**src/rtl/fpu_issue_ctrl_if.sv**
```systemverilog
// fpu_issue_ctrl_if: request/response handshakes and datapath hookup for fpu_issue_ctrl.
interface fpu_issue_ctrl_if;
    logic [1:0]   req_valid;
    logic [1:0]   req_ready;
    logic [3:0]   req_op;
    logic [1:0]   req_db;
    logic [3:0]   req_rm;
    logic [127:0] req_a;
    logic [127:0] req_b;
    logic         rsp_valid;
    logic         rsp_ready;
    logic         rsp_id;
    logic [63:0]  rsp_data;
    logic [4:0]   rsp_flags;
    logic         busy;
    logic [63:0]  dp_fpa;
    logic [63:0]  dp_fpb;
    logic         dp_db;
    logic         dp_sub;
    logic         dp_fdiv;
    logic         dp_normal;
    logic [1:0]   dp_rm;
    logic [63:0]  dp_add_fp;
    logic [63:0]  dp_mul_fp;
    logic [4:0]   dp_add_ieee;
    logic [4:0]   dp_mul_ieee;
    modport slave (
        input  req_valid, req_op, req_db, req_rm, req_a, req_b, rsp_ready,
               dp_add_fp, dp_mul_fp, dp_add_ieee, dp_mul_ieee,
        output req_ready, rsp_valid, rsp_id, rsp_data, rsp_flags, busy,
               dp_fpa, dp_fpb, dp_db, dp_sub, dp_fdiv, dp_normal, dp_rm
    );
    modport master (
        output req_valid, req_op, req_db, req_rm, req_a, req_b, rsp_ready,
               dp_add_fp, dp_mul_fp, dp_add_ieee, dp_mul_ieee,
        input  req_ready, rsp_valid, rsp_id, rsp_data, rsp_flags, busy,
               dp_fpa, dp_fpb, dp_db, dp_sub, dp_fdiv, dp_normal, dp_rm
    );
endinterface

```
**src/rtl/fpu_issue_ctrl.sv**
```systemverilog
// fpu_issue_ctrl: round-robin issue and multicycle sequencing for the shared FPU datapath.
// FPU_ISSUE_CTRL_STICKY_FLAGS_EN adds accumulated IEEE flags (flags_sticky) with a clear.
module fpu_issue_ctrl #(
    parameter int ADD_WAIT = 2,
    parameter int MUL_WAIT = 3,
    parameter int DIV_WAIT = 6
) (
    input  logic clk,
    input  logic rst_n,
`ifdef FPU_ISSUE_CTRL_STICKY_FLAGS_EN
    input  logic       flags_clr,
    output logic [4:0] flags_sticky,
`endif
    fpu_issue_ctrl_if.slave bus
);
    localparam int MAXW = (ADD_WAIT > MUL_WAIT) ? ((ADD_WAIT > DIV_WAIT) ? ADD_WAIT : DIV_WAIT)
                                                : ((MUL_WAIT > DIV_WAIT) ? MUL_WAIT : DIV_WAIT);
    localparam int CW = (MAXW > 8) ? $clog2(MAXW) : 3;
    typedef enum logic [1:0] {IDLE, EXEC, HOLD} state_t;
    state_t        r_state, w_next;
    logic          r_last_id, r_mul, r_id;
    logic [CW-1:0] r_cnt, w_load;
    logic [1:0]    w_grant, w_op;
    logic          w_gid, w_hs, w_cap;
    logic          r_rsp_valid, r_rsp_id;
    logic [63:0]   r_rsp_data, r_fpa, r_fpb;
    logic [4:0]    r_rsp_flags, w_flags;
    logic          r_db, r_sub, r_fdiv;
    logic [1:0]    r_rm;
    always_comb begin
        w_grant = (r_state != IDLE) ? 2'b00
                : (bus.req_valid == 2'b11) ? (r_last_id ? 2'b01 : 2'b10) : bus.req_valid;
        w_gid   = w_grant[1];
        w_hs    = |w_grant;
        w_op    = w_gid ? bus.req_op[3:2] : bus.req_op[1:0];
        w_load  = w_op[1] ? (w_op[0] ? CW'(DIV_WAIT - 1) : CW'(MUL_WAIT - 1)) : CW'(ADD_WAIT - 1);
        w_cap   = (r_state == EXEC) && (r_cnt == '0);
        w_flags = r_mul ? bus.dp_mul_ieee : bus.dp_add_ieee;
        w_next  = w_hs ? EXEC
                : w_cap ? HOLD
                : (r_state == HOLD && bus.rsp_ready) ? IDLE : r_state;
    end
    always_ff @(posedge clk or negedge rst_n)
        if (!rst_n) r_state <= IDLE;
        else        r_state <= w_next;
    always_ff @(posedge clk or negedge rst_n) begin
        if (!rst_n) begin
            r_last_id   <= 1'b1;
            r_mul       <= 1'b0;
            r_id        <= 1'b0;
            r_cnt       <= '0;
            r_fpa       <= '0;
            r_fpb       <= '0;
            r_db        <= 1'b0;
            r_sub       <= 1'b0;
            r_fdiv      <= 1'b0;
            r_rm        <= '0;
            r_rsp_valid <= 1'b0;
            r_rsp_id    <= 1'b0;
            r_rsp_data  <= '0;
            r_rsp_flags <= '0;
        end else begin
            // datapath operands change only on a handshake so the multicycle path stays stable
            if (w_hs) begin
                r_fpa     <= w_gid ? bus.req_a[127:64] : bus.req_a[63:0];
                r_fpb     <= w_gid ? bus.req_b[127:64] : bus.req_b[63:0];
                r_db      <= bus.req_db[w_gid];
                r_rm      <= w_gid ? bus.req_rm[3:2] : bus.req_rm[1:0];
                r_sub     <= (w_op == 2'b01);
                r_fdiv    <= (w_op == 2'b11);
                r_mul     <= w_op[1];
                r_id      <= w_gid;
                r_last_id <= w_gid;
                r_cnt     <= w_load;
            end else if (r_state == EXEC && r_cnt != '0) begin
                r_cnt <= r_cnt - CW'(1);
            end
            if (w_cap) begin
                r_rsp_valid <= 1'b1;
                r_rsp_id    <= r_id;
                r_rsp_data  <= r_mul ? bus.dp_mul_fp : bus.dp_add_fp;
                r_rsp_flags <= w_flags;
            end else if (r_state == HOLD && bus.rsp_ready) begin
                r_rsp_valid <= 1'b0;
            end
        end
    end
`ifdef FPU_ISSUE_CTRL_STICKY_FLAGS_EN
    always_ff @(posedge clk or negedge rst_n)
        if (!rst_n)         flags_sticky <= '0;
        else if (flags_clr) flags_sticky <= '0;
        else if (w_cap)     flags_sticky <= flags_sticky | w_flags;
`endif
    assign bus.req_ready = w_grant;
    assign bus.rsp_valid = r_rsp_valid;
    assign bus.rsp_id    = r_rsp_id;
    assign bus.rsp_data  = r_rsp_data;
    assign bus.rsp_flags = r_rsp_flags;
    assign bus.busy      = (r_state != IDLE);
    assign bus.dp_fpa    = r_fpa;
    assign bus.dp_fpb    = r_fpb;
    assign bus.dp_db     = r_db;
    assign bus.dp_sub    = r_sub;
    assign bus.dp_fdiv   = r_fdiv;
    assign bus.dp_normal = 1'b1;
    assign bus.dp_rm     = r_rm;
endmodule

```
**src/flat_wrapper.sv**
```systemverilog
// flat-port wrapper written by rule: the top's interface ports become plain ports
module fpu_issue_ctrl_flat 
#(
    parameter int ADD_WAIT = 2,
    parameter int MUL_WAIT = 3,
    parameter int DIV_WAIT = 6
)
  (clk, rst_n, bus_req_valid, bus_req_op, bus_req_db, bus_req_rm, bus_req_a, bus_req_b, bus_rsp_ready, bus_dp_add_fp, bus_dp_mul_fp, bus_dp_add_ieee, bus_dp_mul_ieee, bus_req_ready, bus_rsp_valid, bus_rsp_id, bus_rsp_data, bus_rsp_flags, bus_busy, bus_dp_fpa, bus_dp_fpb, bus_dp_db, bus_dp_sub, bus_dp_fdiv, bus_dp_normal, bus_dp_rm);
  fpu_issue_ctrl_if bus_i ();
  input  logic clk;
  input  logic rst_n;
  input wire logic [$bits(bus_i.req_valid)-1:0] bus_req_valid;
  input wire logic [$bits(bus_i.req_op)-1:0] bus_req_op;
  input wire logic [$bits(bus_i.req_db)-1:0] bus_req_db;
  input wire logic [$bits(bus_i.req_rm)-1:0] bus_req_rm;
  input wire logic [$bits(bus_i.req_a)-1:0] bus_req_a;
  input wire logic [$bits(bus_i.req_b)-1:0] bus_req_b;
  input wire logic [$bits(bus_i.rsp_ready)-1:0] bus_rsp_ready;
  input wire logic [$bits(bus_i.dp_add_fp)-1:0] bus_dp_add_fp;
  input wire logic [$bits(bus_i.dp_mul_fp)-1:0] bus_dp_mul_fp;
  input wire logic [$bits(bus_i.dp_add_ieee)-1:0] bus_dp_add_ieee;
  input wire logic [$bits(bus_i.dp_mul_ieee)-1:0] bus_dp_mul_ieee;
  output wire logic [$bits(bus_i.req_ready)-1:0] bus_req_ready;
  output wire logic [$bits(bus_i.rsp_valid)-1:0] bus_rsp_valid;
  output wire logic [$bits(bus_i.rsp_id)-1:0] bus_rsp_id;
  output wire logic [$bits(bus_i.rsp_data)-1:0] bus_rsp_data;
  output wire logic [$bits(bus_i.rsp_flags)-1:0] bus_rsp_flags;
  output wire logic [$bits(bus_i.busy)-1:0] bus_busy;
  output wire logic [$bits(bus_i.dp_fpa)-1:0] bus_dp_fpa;
  output wire logic [$bits(bus_i.dp_fpb)-1:0] bus_dp_fpb;
  output wire logic [$bits(bus_i.dp_db)-1:0] bus_dp_db;
  output wire logic [$bits(bus_i.dp_sub)-1:0] bus_dp_sub;
  output wire logic [$bits(bus_i.dp_fdiv)-1:0] bus_dp_fdiv;
  output wire logic [$bits(bus_i.dp_normal)-1:0] bus_dp_normal;
  output wire logic [$bits(bus_i.dp_rm)-1:0] bus_dp_rm;
  assign bus_i.req_valid = bus_req_valid;
  assign bus_i.req_op = bus_req_op;
  assign bus_i.req_db = bus_req_db;
  assign bus_i.req_rm = bus_req_rm;
  assign bus_i.req_a = bus_req_a;
  assign bus_i.req_b = bus_req_b;
  assign bus_i.rsp_ready = bus_rsp_ready;
  assign bus_i.dp_add_fp = bus_dp_add_fp;
  assign bus_i.dp_mul_fp = bus_dp_mul_fp;
  assign bus_i.dp_add_ieee = bus_dp_add_ieee;
  assign bus_i.dp_mul_ieee = bus_dp_mul_ieee;
  assign bus_req_ready = bus_i.req_ready;
  assign bus_rsp_valid = bus_i.rsp_valid;
  assign bus_rsp_id = bus_i.rsp_id;
  assign bus_rsp_data = bus_i.rsp_data;
  assign bus_rsp_flags = bus_i.rsp_flags;
  assign bus_busy = bus_i.busy;
  assign bus_dp_fpa = bus_i.dp_fpa;
  assign bus_dp_fpb = bus_i.dp_fpb;
  assign bus_dp_db = bus_i.dp_db;
  assign bus_dp_sub = bus_i.dp_sub;
  assign bus_dp_fdiv = bus_i.dp_fdiv;
  assign bus_dp_normal = bus_i.dp_normal;
  assign bus_dp_rm = bus_i.dp_rm;
  fpu_issue_ctrl #(.ADD_WAIT(ADD_WAIT), .MUL_WAIT(MUL_WAIT), .DIV_WAIT(DIV_WAIT)) u_core (.clk(clk), .rst_n(rst_n), .bus(bus_i));
endmodule
```
**config.mk**
```make
export PLATFORM = sky130hd
export DESIGN_NAME = fpu_issue_ctrl_flat
export DESIGN_NICKNAME = d
export VERILOG_FILES = /design/src/rtl/fpu_issue_ctrl_if.sv /design/src/rtl/fpu_issue_ctrl.sv /design/src/flat_wrapper.sv
export SDC_FILE = /design/constraint.sdc
export NUM_CORES = 1
export LEC_CHECK = 0
export BUFFER_PORTS_ARGS = -buffer_cell sky130_fd_sc_hd__buf_2
export CAP_MARGIN = 40
export CORE_AREA = 2 2 241 243
export DETAILED_ROUTE_END_ITERATION = 10
export DIE_AREA = 0 0 243 245
export SETUP_SLACK_MARGIN = 0.15
export SYNTH_ARGS = -nofsm -noshare
export SYNTH_HDL_FRONTEND = slang
export SYNTH_SLANG_ARGS = --single-unit
```
**constraint.sdc**
```tcl
create_clock -name clk -period 3.4 [get_ports clk]
set_input_delay 0.17 -clock clk [delete_from_list [all_inputs] [get_ports clk]]
set_output_delay 0.17 -clock clk [all_outputs]
set_load 0.01 [all_outputs]
```
==> metrics.txt <==
status=complete, but fails checks; failing checks=hold timing; ranking of synthesized cells by area=dfrtp_1 (50%), a221o_1 (13%), nor3b_1 (9.4%); Worst-Skew Late Latency=0.56 ns; relative slew slack=approximately a third; hpwl dp=29600 µm; Sw Ratio=between 30% and 40%; Die Ht=about 250 µm; GRT overflow=0; P_int=8.39 mW; Hold WS=-0.000548 ns; Max Freq=354 MHz; drt pass-1 iters=5; leakage power=8.66 nW; site row count=88; Starting Density=between 10% and 20%; post-synth top area share=50.1%; Design Area, Final=0.0180 mm²; Worst Setup End Kind=flip-flop; core area=0.0570 mm²; total die area=0.0595 mm²; IO Port Bufs=615; Yosys reg bits=212; CTS root buffer=clkbuf_16; Tmin final=roughly 2.8 ns; pwr/cell area=751 mW/mm²; CTS tree=built; first-pass GRT wire length=about 69000 µm; clock share of power=19.9%; Syn Area/Cell=10.8 µm²; Syn Inst Count=980; Multi-input gate area=0.00480 mm²; Final setup violation count=0; count of final hold-check violations=1; Vias/cell=4.47; area delta synth->final=70.3%; number of library cell types mapped by synthesis=39; clk_skew=0.0263 ns; Clock Tree Buf Depth=3; CTS resizes=0; vias in the first global route=between 10000 and 15000; Total Negative Setup Slacks=0 ns; CTS sink count=between 200 and 250; routability congestion estimate=0.914; placed cell areas=0.0144 mm²; RSZ-0062 raised after global routing=no; Die Width=between 200 and 250 µm; post-route ant nets=0; FF+latch area=0.00531 mm²; num ports=a little over 600; sw power=between 5 and 6 mW; period utilization=83.1%; final WL=46000 µm; Routed WL per cell=roughly 18 µm; critical path arrival=between 3 and 4 ns; overall power=around 13 mW; Worst VDD drop=356 µV; Req. time, crit path=a little under 4 ns; # DRC=0; synthesized area=between 0.01 and 0.015 mm²; Synth warnings=0; largest net degree at the start of global routing=139; critical path class=reg -> reg; worst slack at placement=1.06 ns; Worst-path clk slew=0.06 ns; Worst Hold Class=in -> reg; Global Route Usage Sum=between 10% and 20%; via count=11600; biggest area consumer among synthesized cells=dfrtp_1; Final WS setup=0.575 ns; actual slew at the worst max-slew pin=roughly 0.97 ns; reg-to-reg slack, setup=0.58 ns; fin nets=2210; fillers=around 5800; Seq pwr share=between 30% and 40%; count of maximum capacitance violations=0; share of cells above drive strength 1=a little under two fifths; Logic pwr share=roughly 46%; Num CTS Buffers=26; DR iter-0 viols=536; startpoint types=flip-flop; Slew Viols, Final=0; sequential cell area fraction in the yosys report=50.3%; post-synthesis net count=1391; crit-path max FO=58; initial antenna violation count=8; CTS H-tree lvls=1
## final cells by class
type | count | share of cell area [%]
Antenna cell | 7 | 0.0975
Sequential cell | 212 | 29.6
Multi-Input combinational cell | 649 | 26.7
Tap cell | 765 | 5.33
Timing Repair Buffer | 902 | 33.5
Clock inverter | 6 | 0.188
Inverter | 8 | 0.181
Clock buffer | 39 | 4.40
## synthesized netlist by cell type, drive strengths merged
cell / number
mux2i: 70
o2111ai: 1
ha: 2
nand4: 1
o2111a: 1
o21ai: 3
a211oi: 1
nand4b: 1
o311a: 1
nor4bb: 1
buf: 24
conb: 1
nor2: 74
a221oi: 2
and3: 134
nor2b: 3
nand2b: 2
nand3: 1
dfstp: 1
a221o: 132
a21oi: 72
inv: 8
mux2: 1
nor3b: 133
nand2: 5
a31oi: 1
o311ai: 2
dfrtp: 211
nand3b: 1
a21o: 3
clkbuf: 87
## metal layers
| layer | track usage (%) | routed length (µm) | vias to the layer above |
|---|---|---|---|
| li1 | - | - | 5362 |
| met1 | 17.3 | 18500 | 5501 |
| met2 | 24.9 | 22300 | 587 |
| met3 | 3.48 | 3450 | 109 |
| met4 | 5.92 | 1730 | 4 |
| met5 | 0 | 27 | - |
## cell families (layout without fill, tap and decap cells)
group | after synthesis | in the layout | synth area share, %
AOI/OAI and AO/OA | 219 | 219 | 17.1
adders and majority gates | 2 | 2 | 0.237
buffers and inverters | 119 | 955 | 4.53
DFF | 212 | 212 | 50.3
muxes | 71 | 71 | 6.75
other | 1 | 8 | 0.0356
and+or+nand+nor | 356 | 356 | 21.1
## state kept, by name, indices dropped and copies added (netlist names)
register and cells:
u_core.bus.dp_fpb 64, u_core.r_cnt 3, u_core.bus.dp_db 1, u_core.bus.dp_fpa 64, u_core.bus.dp_fdiv 1, u_core.r_id 1, u_core.bus.rsp_valid 1, u_core.r_mul 1
u_core.bus.dp_rm 2, u_core.bus.rsp_id 1, u_core.bus.dp_sub 1, u_core.r_state 2, u_core.bus.rsp_flags 5, u_core.r_last_id 1, u_core.bus.rsp_data 64
## power by group through the flow
stage | sequential [mW] | combinational, mW | clock [mW]
after floorplan | 4.95 | 2.84 | 0
after global placement | 4.62 | 5.47 | 0
after detailed placement | 4.61 | 5.64 | 0
after CTS | 4.62 | 6.16 | 2.82
after global routing | 4.79 | 6.66 | 2.92
final | 4.64 | 6.16 | 2.69
## cells in the final DEF (no fill, tap or decap), types with 3 or more instances in the layout
cell | netlist | final
nor2_1 | 72 | 72
nor2b_1 | 3 | 3
nand2_1 | 4 | 3
and3_1 | 134 | 134
a21o_1 | 3 | 3
clkinv_2 | 0 | 5
buf_4 | 1 | 9
a221o_1 | 132 | 132
inv_1 | 7 | 7
a21oi_1 | 72 | 72
buf_12 | 0 | 6
dfrtp_1 | 211 | 210
clkbuf_16 | 0 | 27
dlygate4sd3_1 | 0 | 271
diode_2 | 0 | 7
clkbuf_8 | 0 | 7
nor3b_1 | 132 | 132
mux2i_1 | 70 | 70
clkbuf_1 | 86 | 5
buf_2 | 21 | 614
## what timing repair did
action,4_1_cts,5_1_grt
setup buffers,0,0
hold buffers,271,0
hold endpoints to repair,283,0
## critical path: stages (launching register included)
cell and delay (ns):
dfstp_2 0.60, nand2_4 0.31, nand2_4 0.44, buf_4 0.60
a221o_1 0.24, dlygate4sd3_1 0.54
## final timing paths
kind,startpoint,endpoint,cells past startpoint
worst max-delay path,u_core.r_last_id,u_core.bus.dp_fpa[49],5
worst min-delay path,bus_dp_mul_ieee[2],u_core.bus.rsp_flags[2],3
worst max register to register,u_core.r_last_id,u_core.bus.dp_fpa[49],5
worst min register to register,u_core.bus.rsp_valid,u_core.bus.rsp_valid,1
max in group asynchronous,rst_n,u_core.r_last_id,3
min in group asynchronous,rst_n,u_core.bus.dp_fpa[27],2
## through the flow
step | cells | utilization [%]
2_1_floorplan | 980 | -
3_3_place_gp | 2264 | 25.2
3_5_place_dp | 2265 | 25.3
4_1_cts | 2581 | 31.5
5_1_grt | 2585 | 31.5
6_report | 2588 | 31.5
Note: power is estimated with default switching activity, not from simulation.
